`src/rtl/alu_pkg.sv`:
```
// Shared types and constants for the ALU operand stage.
package alu_pkg;

    localparam int XLEN_DEFAULT = 32;
    localparam int REG_ZERO     = 0;

    // Encoding 2'd3 is reserved and decodes like A_ZERO.
    typedef enum logic [1:0] {
        A_RS1  = 2'd0,
        A_PC   = 2'd1,
        A_ZERO = 2'd2
    } a_sel_t;

endpackage

```
`src/rtl/alu_operand_stage_if.sv`:
```
// ID/EX input slot, forwarding ports and ALU output slot of the operand stage.
interface alu_operand_stage_if #(
    parameter int XLEN  = 32,
    parameter int RADDR = 5
);
    logic                    in_valid;
    logic                    in_ready;
    logic [RADDR-1:0]        rs1_addr;
    logic [RADDR-1:0]        rs2_addr;
    logic [XLEN-1:0]         rd1;
    logic [XLEN-1:0]         rd2;
    logic [XLEN-1:0]         imm;
    logic [XLEN-1:0]         pc;
    logic [1:0]              a_sel;
    logic                    alu_src;
    logic                    exm_wen;
    logic                    exm_is_load;
    logic [RADDR-1:0]        exm_rd;
    logic [XLEN-1:0]         exm_data;
    logic                    wb_wen;
    logic [RADDR-1:0]        wb_rd;
    logic [XLEN-1:0]         wb_data;
    logic                    flush;
    logic                    out_valid;
    logic                    out_ready;
    logic signed [XLEN-1:0]  out_a;
    logic signed [XLEN-1:0]  out_b;
    logic [XLEN-1:0]         out_sd;
    logic [31:0]             stall_cnt;

    modport master (
        output in_valid, rs1_addr, rs2_addr, rd1, rd2, imm, pc, a_sel, alu_src,
               exm_wen, exm_is_load, exm_rd, exm_data, wb_wen, wb_rd, wb_data,
               flush, out_ready,
        input  in_ready, out_valid, out_a, out_b, out_sd, stall_cnt
    );

    modport slave (
        input  in_valid, rs1_addr, rs2_addr, rd1, rd2, imm, pc, a_sel, alu_src,
               exm_wen, exm_is_load, exm_rd, exm_data, wb_wen, wb_rd, wb_data,
               flush, out_ready,
        output in_ready, out_valid, out_a, out_b, out_sd, stall_cnt
    );

endinterface

```
`src/rtl/alu_operand_stage_fwd_mux.sv`:
```
// Resolves one source operand: x0, EX/MEM bypass, MEM/WB bypass or register file.
module fwd_mux
    import alu_pkg::*;
#(
    parameter int XLEN  = 32,
    parameter int RADDR = 5
) (
    input  logic [RADDR-1:0] rs_addr_i,
    input  logic [XLEN-1:0]  rf_data_i,
    input  logic             exm_wen_i,
    input  logic [RADDR-1:0] exm_rd_i,
    input  logic [XLEN-1:0]  exm_data_i,
    input  logic             wb_wen_i,
    input  logic [RADDR-1:0] wb_rd_i,
    input  logic [XLEN-1:0]  wb_data_i,
    output logic [XLEN-1:0]  fwd_data_o
);

    // Younger EX/MEM result takes priority over MEM/WB.
    always_comb begin
        fwd_data_o = rf_data_i;
        if (rs_addr_i == RADDR'(REG_ZERO)) begin
            fwd_data_o = '0;
        end else if (exm_wen_i && (exm_rd_i == rs_addr_i)) begin
            fwd_data_o = exm_data_i;
        end else if (wb_wen_i && (wb_rd_i == rs_addr_i)) begin
            fwd_data_o = wb_data_i;
        end
    end

endmodule

```
`src/rtl/alu_operand_stage.sv`:
```
// EX-entry stage: operand select with forwarding, load-use hazard detection,
// registered valid/ready output slot and a saturating stall-cycle counter.
module alu_operand_stage
    import alu_pkg::*;
#(
    parameter int XLEN  = XLEN_DEFAULT,
    parameter int RADDR = 5
) (
    input  logic              clk,
    input  logic              rst_n,
    alu_operand_stage_if.slave bus
);

    logic [XLEN-1:0]        rs1_val;
    logic [XLEN-1:0]        rs2_val;
    logic [XLEN-1:0]        a_val;
    logic [XLEN-1:0]        b_val;
    logic                   rs1_used;
    logic                   hazard;
    logic                   in_ready;
    logic                   accept;

    logic                   out_valid_q, out_valid_d;
    logic signed [XLEN-1:0] out_a_q, out_a_d;
    logic signed [XLEN-1:0] out_b_q, out_b_d;
    logic [XLEN-1:0]        out_sd_q, out_sd_d;
    logic [31:0]            stall_cnt_q, stall_cnt_d;

    fwd_mux #(.XLEN(XLEN), .RADDR(RADDR)) u_fwd_rs1 (
        .rs_addr_i  (bus.rs1_addr),
        .rf_data_i  (bus.rd1),
        .exm_wen_i  (bus.exm_wen),
        .exm_rd_i   (bus.exm_rd),
        .exm_data_i (bus.exm_data),
        .wb_wen_i   (bus.wb_wen),
        .wb_rd_i    (bus.wb_rd),
        .wb_data_i  (bus.wb_data),
        .fwd_data_o (rs1_val)
    );

    fwd_mux #(.XLEN(XLEN), .RADDR(RADDR)) u_fwd_rs2 (
        .rs_addr_i  (bus.rs2_addr),
        .rf_data_i  (bus.rd2),
        .exm_wen_i  (bus.exm_wen),
        .exm_rd_i   (bus.exm_rd),
        .exm_data_i (bus.exm_data),
        .wb_wen_i   (bus.wb_wen),
        .wb_rd_i    (bus.wb_rd),
        .wb_data_i  (bus.wb_data),
        .fwd_data_o (rs2_val)
    );

    always_comb begin
        a_val = '0;
        case (bus.a_sel)
            A_RS1:   a_val = rs1_val;
            A_PC:    a_val = bus.pc;
            default: a_val = '0;
        endcase
    end

    assign b_val = bus.alu_src ? bus.imm : rs2_val;

    // rs2 always counts as a consumer because it also supplies store data.
    assign rs1_used = (bus.a_sel == A_RS1);
    assign hazard   = bus.in_valid && bus.exm_wen && bus.exm_is_load
                   && (bus.exm_rd != RADDR'(REG_ZERO))
                   && ((rs1_used && (bus.exm_rd == bus.rs1_addr))
                       || (bus.exm_rd == bus.rs2_addr));

    assign in_ready = !bus.flush && !hazard && (!out_valid_q || bus.out_ready);
    assign accept   = bus.in_valid && in_ready;

    always_comb begin
        out_a_d  = out_a_q;
        out_b_d  = out_b_q;
        out_sd_d = out_sd_q;
        if (accept) begin
            out_a_d  = a_val;
            out_b_d  = b_val;
            out_sd_d = rs2_val;
        end
        if (bus.flush) begin
            out_valid_d = 1'b0;
        end else if (accept) begin
            out_valid_d = 1'b1;
        end else begin
            out_valid_d = out_valid_q && !bus.out_ready;
        end
        stall_cnt_d = (hazard && (stall_cnt_q != '1)) ? stall_cnt_q + 32'd1 : stall_cnt_q;
    end

    always_ff @(posedge clk or negedge rst_n) begin
        if (!rst_n) begin
            out_valid_q <= 1'b0;
            out_a_q     <= '0;
            out_b_q     <= '0;
            out_sd_q    <= '0;
            stall_cnt_q <= '0;
        end else begin
            out_valid_q <= out_valid_d;
            out_a_q     <= out_a_d;
            out_b_q     <= out_b_d;
            out_sd_q    <= out_sd_d;
            stall_cnt_q <= stall_cnt_d;
        end
    end

    assign bus.in_ready  = in_ready;
    assign bus.out_valid = out_valid_q;
    assign bus.out_a     = out_a_q;
    assign bus.out_b     = out_b_q;
    assign bus.out_sd    = out_sd_q;
    assign bus.stall_cnt = stall_cnt_q;

endmodule

```
`src/flat_wrapper.sv`:
```
// flat-port wrapper written by rule: the top's interface ports become plain ports
module alu_operand_stage_flat import alu_pkg::*;
#(
    parameter int XLEN  = XLEN_DEFAULT,
    parameter int RADDR = 5
)
  (clk, rst_n, bus_in_valid, bus_rs1_addr, bus_rs2_addr, bus_rd1, bus_rd2, bus_imm, bus_pc, bus_a_sel, bus_alu_src, bus_exm_wen, bus_exm_is_load, bus_exm_rd, bus_exm_data, bus_wb_wen, bus_wb_rd, bus_wb_data, bus_flush, bus_out_ready, bus_in_ready, bus_out_valid, bus_out_a, bus_out_b, bus_out_sd, bus_stall_cnt);
  alu_operand_stage_if #(.XLEN(XLEN), .RADDR(RADDR)) bus_i ();
  input  logic clk;
  input  logic rst_n;
  input wire logic [$bits(bus_i.in_valid)-1:0] bus_in_valid;
  input wire logic [$bits(bus_i.rs1_addr)-1:0] bus_rs1_addr;
  input wire logic [$bits(bus_i.rs2_addr)-1:0] bus_rs2_addr;
  input wire logic [$bits(bus_i.rd1)-1:0] bus_rd1;
  input wire logic [$bits(bus_i.rd2)-1:0] bus_rd2;
  input wire logic [$bits(bus_i.imm)-1:0] bus_imm;
  input wire logic [$bits(bus_i.pc)-1:0] bus_pc;
  input wire logic [$bits(bus_i.a_sel)-1:0] bus_a_sel;
  input wire logic [$bits(bus_i.alu_src)-1:0] bus_alu_src;
  input wire logic [$bits(bus_i.exm_wen)-1:0] bus_exm_wen;
  input wire logic [$bits(bus_i.exm_is_load)-1:0] bus_exm_is_load;
  input wire logic [$bits(bus_i.exm_rd)-1:0] bus_exm_rd;
  input wire logic [$bits(bus_i.exm_data)-1:0] bus_exm_data;
  input wire logic [$bits(bus_i.wb_wen)-1:0] bus_wb_wen;
  input wire logic [$bits(bus_i.wb_rd)-1:0] bus_wb_rd;
  input wire logic [$bits(bus_i.wb_data)-1:0] bus_wb_data;
  input wire logic [$bits(bus_i.flush)-1:0] bus_flush;
  input wire logic [$bits(bus_i.out_ready)-1:0] bus_out_ready;
  output wire logic [$bits(bus_i.in_ready)-1:0] bus_in_ready;
  output wire logic [$bits(bus_i.out_valid)-1:0] bus_out_valid;
  output wire logic [$bits(bus_i.out_a)-1:0] bus_out_a;
  output wire logic [$bits(bus_i.out_b)-1:0] bus_out_b;
  output wire logic [$bits(bus_i.out_sd)-1:0] bus_out_sd;
  output wire logic [$bits(bus_i.stall_cnt)-1:0] bus_stall_cnt;
  assign bus_i.in_valid = bus_in_valid;
  assign bus_i.rs1_addr = bus_rs1_addr;
  assign bus_i.rs2_addr = bus_rs2_addr;
  assign bus_i.rd1 = bus_rd1;
  assign bus_i.rd2 = bus_rd2;
  assign bus_i.imm = bus_imm;
  assign bus_i.pc = bus_pc;
  assign bus_i.a_sel = bus_a_sel;
  assign bus_i.alu_src = bus_alu_src;
  assign bus_i.exm_wen = bus_exm_wen;
  assign bus_i.exm_is_load = bus_exm_is_load;
  assign bus_i.exm_rd = bus_exm_rd;
  assign bus_i.exm_data = bus_exm_data;
  assign bus_i.wb_wen = bus_wb_wen;
  assign bus_i.wb_rd = bus_wb_rd;
  assign bus_i.wb_data = bus_wb_data;
  assign bus_i.flush = bus_flush;
  assign bus_i.out_ready = bus_out_ready;
  assign bus_in_ready = bus_i.in_ready;
  assign bus_out_valid = bus_i.out_valid;
  assign bus_out_a = bus_i.out_a;
  assign bus_out_b = bus_i.out_b;
  assign bus_out_sd = bus_i.out_sd;
  assign bus_stall_cnt = bus_i.stall_cnt;
  alu_operand_stage #(.XLEN(XLEN), .RADDR(RADDR)) u_core (.clk(clk), .rst_n(rst_n), .bus(bus_i));
endmodule
```
`config.mk`:
```
export PLATFORM = sky130hd
export DESIGN_NAME = alu_operand_stage_flat
export DESIGN_NICKNAME = d
export VERILOG_FILES = /design/src/rtl/alu_pkg.sv /design/src/rtl/alu_operand_stage_if.sv /design/src/rtl/alu_operand_stage_fwd_mux.sv /design/src/rtl/alu_operand_stage.sv /design/src/flat_wrapper.sv
export SDC_FILE = /design/constraint.sdc
export NUM_CORES = 1
export LEC_CHECK = 0
export CORE_UTILIZATION = 47
export DETAILED_ROUTE_END_ITERATION = 8
export PLACE_DENSITY = 0.89
export SLEW_MARGIN = 30
export SYNTH_ARGS = -nofsm -noshare
export SYNTH_HDL_FRONTEND = slang
export SYNTH_HIERARCHICAL = 1
export SYNTH_SLANG_ARGS = --single-unit
```
`constraint.sdc`:
```
create_clock -name clk -period 4.8 [get_ports clk]
set_input_delay 0.72 -clock clk [delete_from_list [all_inputs] [get_ports clk]]
set_output_delay 0.72 -clock clk [all_outputs]
set_load 0.02 [all_outputs]
```
# Word-level counts from Yosys, hierarchy flattened
# Cells that the tools add are included.
dict set report word_totals {
  register_bits 129
  elab_cells 46
  input_bits 223
}
dict set report op_classes {
  addsub 1
  n_eq_ne 6
  n_mux 10
  reduce_logical 24
}
# op count
set ops {}
lappend ops {{$mux 32} 7}
lappend ops {{$pmux 32 s2} 1}
lappend ops {{$add 32x1->32 const B} 1}
lappend ops {{$ne 32x32->1 const B} 1}
lappend ops {{$eq 5x5->1} 4}
lappend ops {{$logic_and 1x1->1} 14}
lappend ops {{$logic_not 5->1} 2}
lappend ops {{$reduce_bool 5->1} 1}
lappend ops {{$logic_not 1->1} 4}
lappend ops {{$eq 2x1->1 const B} 1}
lappend ops {{$logic_not 2->1} 1}
lappend ops {{$logic_or 1x1->1} 2}
lappend ops {{$mux 1} 2}

# Longest topological paths before layout
dict set report logic_depth {
  depth_word 10
  depth_mapped 10
  ltp_nobuf 7
}

# By module
# The synthesis kept the hierarchy.
# mod area_per_inst_um2 seq_area_each_um2 n_inst cells_per_inst
set by_module_without_submodules {}
lappend by_module_without_submodules {alu_operand_stage 5952.0 3228.1 1 584}
lappend by_module_without_submodules {fwd_mux 1251.2 0.0 2 196}

# Least setup slack after synthesis
# No wires, ideal clock.
dict set report synth_path {
  path_kind {input port to output port}
  startpoint {in bus_a_sel[1]}
  endpoint {out bus_in_ready}
  path_stages 6
  setup_slack_ns 2.367
  arrival_ns 1.713
  required_ns 4.080
  path_buffers 1
  cell_sequence {buf_1 > nor2_1 > o2111ai_1 > nor4b_2 > o21ai_2 > and2_1}
}
dict set report synth_via {
  elab_chain_cells 7
}
# item line
set synth_lines {}
lappend synth_lines {{start, declared} flat_wrapper.sv:18} ;# input wire logic [$bits(bus_i.a_sel)-1:0] bus_a_sel;
lappend synth_lines {{$logic_not 2->1} alu_operand_stage.sv:65} ;# assign rs1_used = (bus.a_sel == A_RS1);
lappend synth_lines {{$logic_and 1x1->1} alu_operand_stage.sv:68} ;# && ((rs1_used && (bus.exm_rd == bus.rs1_addr))
lappend synth_lines {{$logic_or 1x1->1} alu_operand_stage.sv:69} ;# || (bus.exm_rd == bus.rs2_addr));
lappend synth_lines {{$logic_and 1x1->1} alu_operand_stage.sv:68}
lappend synth_lines {{$logic_not 1->1} alu_operand_stage.sv:71} ;# assign in_ready = !bus.flush && !hazard && (!out_valid_q || bus.out_ready);
lappend synth_lines {{$logic_and 1x1->1 (2 in a row)} alu_operand_stage.sv:71}
lappend synth_lines {{end, declared} flat_wrapper.sv:29} ;# output wire logic [$bits(bus_i.in_ready)-1:0] bus_in_ready;
# No other way between the ends.

# Worst setup path in the final report
dict set report layout_path {
  startpoint {in bus_exm_rd[0]}
  endpoint {out bus_in_ready}
}
dict set report layout_via {
  elab_chain_cells 7
  word_cells_on_any_way 10
}
# item line
set layout_lines {}
lappend layout_lines {{start, declared} flat_wrapper.sv:22} ;# input wire logic [$bits(bus_i.exm_rd)-1:0] bus_exm_rd;
lappend layout_lines {{$eq 5x5->1} alu_operand_stage.sv:68}
lappend layout_lines {{$logic_and 1x1->1} alu_operand_stage.sv:68}
lappend layout_lines {{$logic_or 1x1->1} alu_operand_stage.sv:69}
lappend layout_lines {{$logic_and 1x1->1 (*)} alu_operand_stage.sv:68}
lappend layout_lines {{$logic_not 1->1 (*)} alu_operand_stage.sv:71}
lappend layout_lines {{$logic_and 1x1->1 (*) (2 in a row)} alu_operand_stage.sv:71}
# Every way passes the cells marked *; elsewhere a longest branch is shown, timed or not.

==> flow_summary.toml <==
[synth]
yosys.area.top_type = "dfrtp_1"
syn_area_mm2 = 0.00845
syn-instance-count = 976
synth.distinct_cells = 46
synth_seq_area_share_pct = 38.2
synth_area_leaders = "dfrtp_1 (38%), nand2_1 (7.7%), mux2i_1 (7.6%)"
synth_nets = 1200
avgSynthCellArea_um2 = 8.66
synth_top_area_share_pct = 38.2
synth_warnings = 6
yosys_register_bits = 129

[finish]
drive_above_1_share_pct = 7.12
nFillCells = 1284
syn_to_final_growth_pct = 49.7
final_cells = 1505
nets = 1490
stdcell_area_mm2 = 0.0127

[drt]
firstDrtPassIters = 7
viasPerCell = 6.21
drtAntennaViolNets = 0
via_count = 9340
drt_wl_total_mm = 34.7
wire_per_inst_um = 23.0
drc = 0
drt_iter0_drc = 958

[timing]
tightest_slew_ns = 0.953
period_share_pct = 80.1
slew_viol_final = 0
fmax_ghz = 0.260
slew_headroom_pct = 36.3
rsz0062_at_grt = "false"
setup_violations = 0
skew_ns = 0.00969
tns_ns = 0
period_minus_slack_ns = 3.85
hold_violations = 0

[grt]
grt-ovfl-total = 0
grtUsageTotal_pct = 37.0
antenna_found_initial = 2
grt_pass1_vias = 9084
grt_start_max_net_pins = 65
grt_first_pass_wirelength_mm = 51.0

[power_and_ir_drop]
pwr-share-comb_pct = 29.1
power-per-cell-area_mw_per_mm2 = 313
p_clk_share_pct = 38.0
p_seq_share_pct = 32.9
p_int_mw = 2.75
switchingPower_mw = 1.21
switching_share_pct = 30.6
leakagePower_nw = 5.03
ir_drop_uv = 233
p_total_mw = 3.96

[critical_path]
crit_slowest_cell = "clkdlybuf4s50_1"
crit_buf_inv = 2
cp_data_required_time_ns = 4.08
critical_path_class = "in2out"
ff2ff_setup_slack_ns = 2.56
critPathTopFamily = "buffers and inverters"
r2r_start = "u_core/bus.stall_cnt[23]$_DFFE_PN0P_"
worstPathCellList = "clkdlybuf4s50_1 -> or2b_1 -> o2111ai_1 -> nor4b_2 -> o21ai_2 -> and2_1 -> clkdlybuf4s50_1"
cp.arrival_ns = 3.13
cp_max_fo = 7
startpoint_type = "input pin"
crit_path_end_kind = "output port"
critPathMaxStageDelay_ns = 0.62
cpMostUsedCell = "clkdlybuf4s50_1"
critPathLaunch = "bus_exm_rd[0]"

[floorplanning]
die_w_um = 136
initial_core_util_pct = 48.5
rows = 48
core_mm2 = 0.0174
die-height_um = 136
io_pins = 353
floorplan.die_area_mm2 = 0.0185

[clocking]
cts_root_buf = "clkbuf_16"
numCtsBuffers = 17
post_cts_buffers = 0
cts_resized = 0
cts_max_level = 4
cts_max_path_buffers = 2
cts_sinks = 129
clkLatencyLatePin_ns = 0.42
holdBufCountCts = 0
cts_tree = "yes"
clk_pin_slew_ns = 0.06

[placement]
portBuffers = 352
dp_cells = 1472
post_dp_cell_area_mm2 = 0.0120
hpwl_mm = 25.8
gp_congestion = 0.950

[flow_run]
drv_cap = 0

[outcome]
status = "finished, final reports clean"

[min_path]
hold_class = "in2async"
synth_stat cells (all sizes together):
| master | instances |
|---|---|
| nand4 | 49 |
| o22a | 36 |
| a211oi | 36 |
| o21ai | 97 |
| and3b | 1 |
| o31ai | 32 |
| xor2 | 14 |
| buf | 33 |
| a21o | 1 |
| and2 | 1 |
| clkbuf | 68 |
| and3 | 5 |
| a21oi | 3 |
| nor4b | 1 |
| xnor2 | 44 |
| and4 | 6 |
| nor3 | 73 |
| a311oi | 28 |
| or2b | 1 |
| nand2b | 2 |
| a22oi | 1 |
| nor2 | 13 |
| o2111ai | 1 |
| nand3 | 52 |
| ha | 1 |
| nand2 | 174 |
| mux2i | 64 |
| nor4 | 1 |
| or2 | 2 |
| inv | 4 |
| dfrtp | 129 |
| a222oi | 1 |
| or4 | 2 |
cell type report:
type	instances	area (µm²)	area share [%]
Timing Repair Buffer	372	3670	29.0
Clock inverter	13	233	1.84
Tap cell	225	282	2.22
Antenna cell	2	5.00	0.0395
Sequential cell	129	3230	25.5
Clock buffer	18	439	3.47
Multi-Input combinational cell	742	4790	37.8
Inverter	4	15.0	0.119
flip-flops by register name, indices dropped and copies added, names as in the netlist:
signal                cells
u_core/bus.out_a         32
u_core/bus.out_b         32
u_core/bus.out_sd        32
u_core/bus.stall_cnt     32
u_core/bus.out_valid      1
final timing paths:
check,to,depth (start not counted)
worst min-delay path,u_core/bus.out_b[2]$_DFFE_PN0P_,1
worst max register to register,u_core/bus.stall_cnt[10]$_DFFE_PN0P_,7
max in group asynchronous,u_core/bus.out_a[24]$_DFFE_PN0P_,2
min in group clk,u_core/bus.out_sd[18]$_DFFE_PN0P_,2
worst max-delay path,bus_in_ready,7
worst min register to register,u_core/bus.out_sd[18]$_DFFE_PN0P_,2
metrics by stage:
stage / util [%] / hold WS, ns / worst slack [ns]
6_report: 72.7 / 0.185 / 0.955
5_1_grt: 72.7 / 0.193 / 0.878
4_1_cts: 72.6 / 0.180 / 0.938
3_5_place_dp: 68.8 / 0.462 / 0.939
3_3_place_gp: 68.8 / 0.459 / 0.998
2_1_floorplan: - / 0.424 / 2.37
layout by cell type, fill, tap and decap left out, drive strengths merged:
cell type	n
clkbuf	18
o31ai	32
xor2	14
clkinv	4
and2	1
a22oi	1
o21ai	97
or2	2
nand2b	2
nor3	73
a21o	1
dfrtp	129
and3b	1
o2111ai	1
and3	5
clkinvlp	1
a311oi	28
nand3	52
ha	1
and4	6
nor2	13
o22a	36
buf	24
nor4b	1
a211oi	36
bufinv	6
clkdlybuf4s50	348
nand4	49
nor4	1
or2b	1
diode	2
nand2	174
a21oi	3
mux2i	64
or4	2
a222oi	1
inv	6
xnor2	44
kinds of logic (layout without fill, tap and decap cells):
group | after synthesis | count (layout) | share of synthesized area, %
flops | 129 | 129 | 38.2
simple gates | 383 | 383 | 21.7
buf+inv | 105 | 407 | 5.46
fa+ha+maj | 1 | 1 | 0.148
other cells | 0 | 2 | 0
xor+xnor | 58 | 58 | 6.27
compound gates | 236 | 236 | 20.6
mux | 64 | 64 | 7.58
power groups by stage:
stage                     combinational [mW]  sequential [mW]  clock, mW
after floorplan                        0.356             1.47          0
after global placement                  1.12             1.31          0
after detailed placement                1.14             1.32          0
after CTS                               1.15             1.30       1.52
after global routing                    1.22             1.32       1.56
final                                   1.15             1.30       1.50
metal layers:
metal / track usage, % / up-vias / part of all wire (%)
li1: - / 4164 / -
met1: 41.8 / 4404 / 35
met2: 62.2 / 631 / 49
met3: 9.81 / 141 / 9.9
met4: 22.4 / 0 / 6.4
met5: 0 / - / 0
worst register-to-register path: stages, from the launching register on:
cell	delay [ns]
dfrtp_1	0.41
and3_1	0.26
and4_1	0.29
nand4_1	0.12
nor2_1	0.25
a21o_1	0.48
nor3_1	0.13
xor2_1	0.17
No activity file was read; power rests on OpenSTA's default activity.
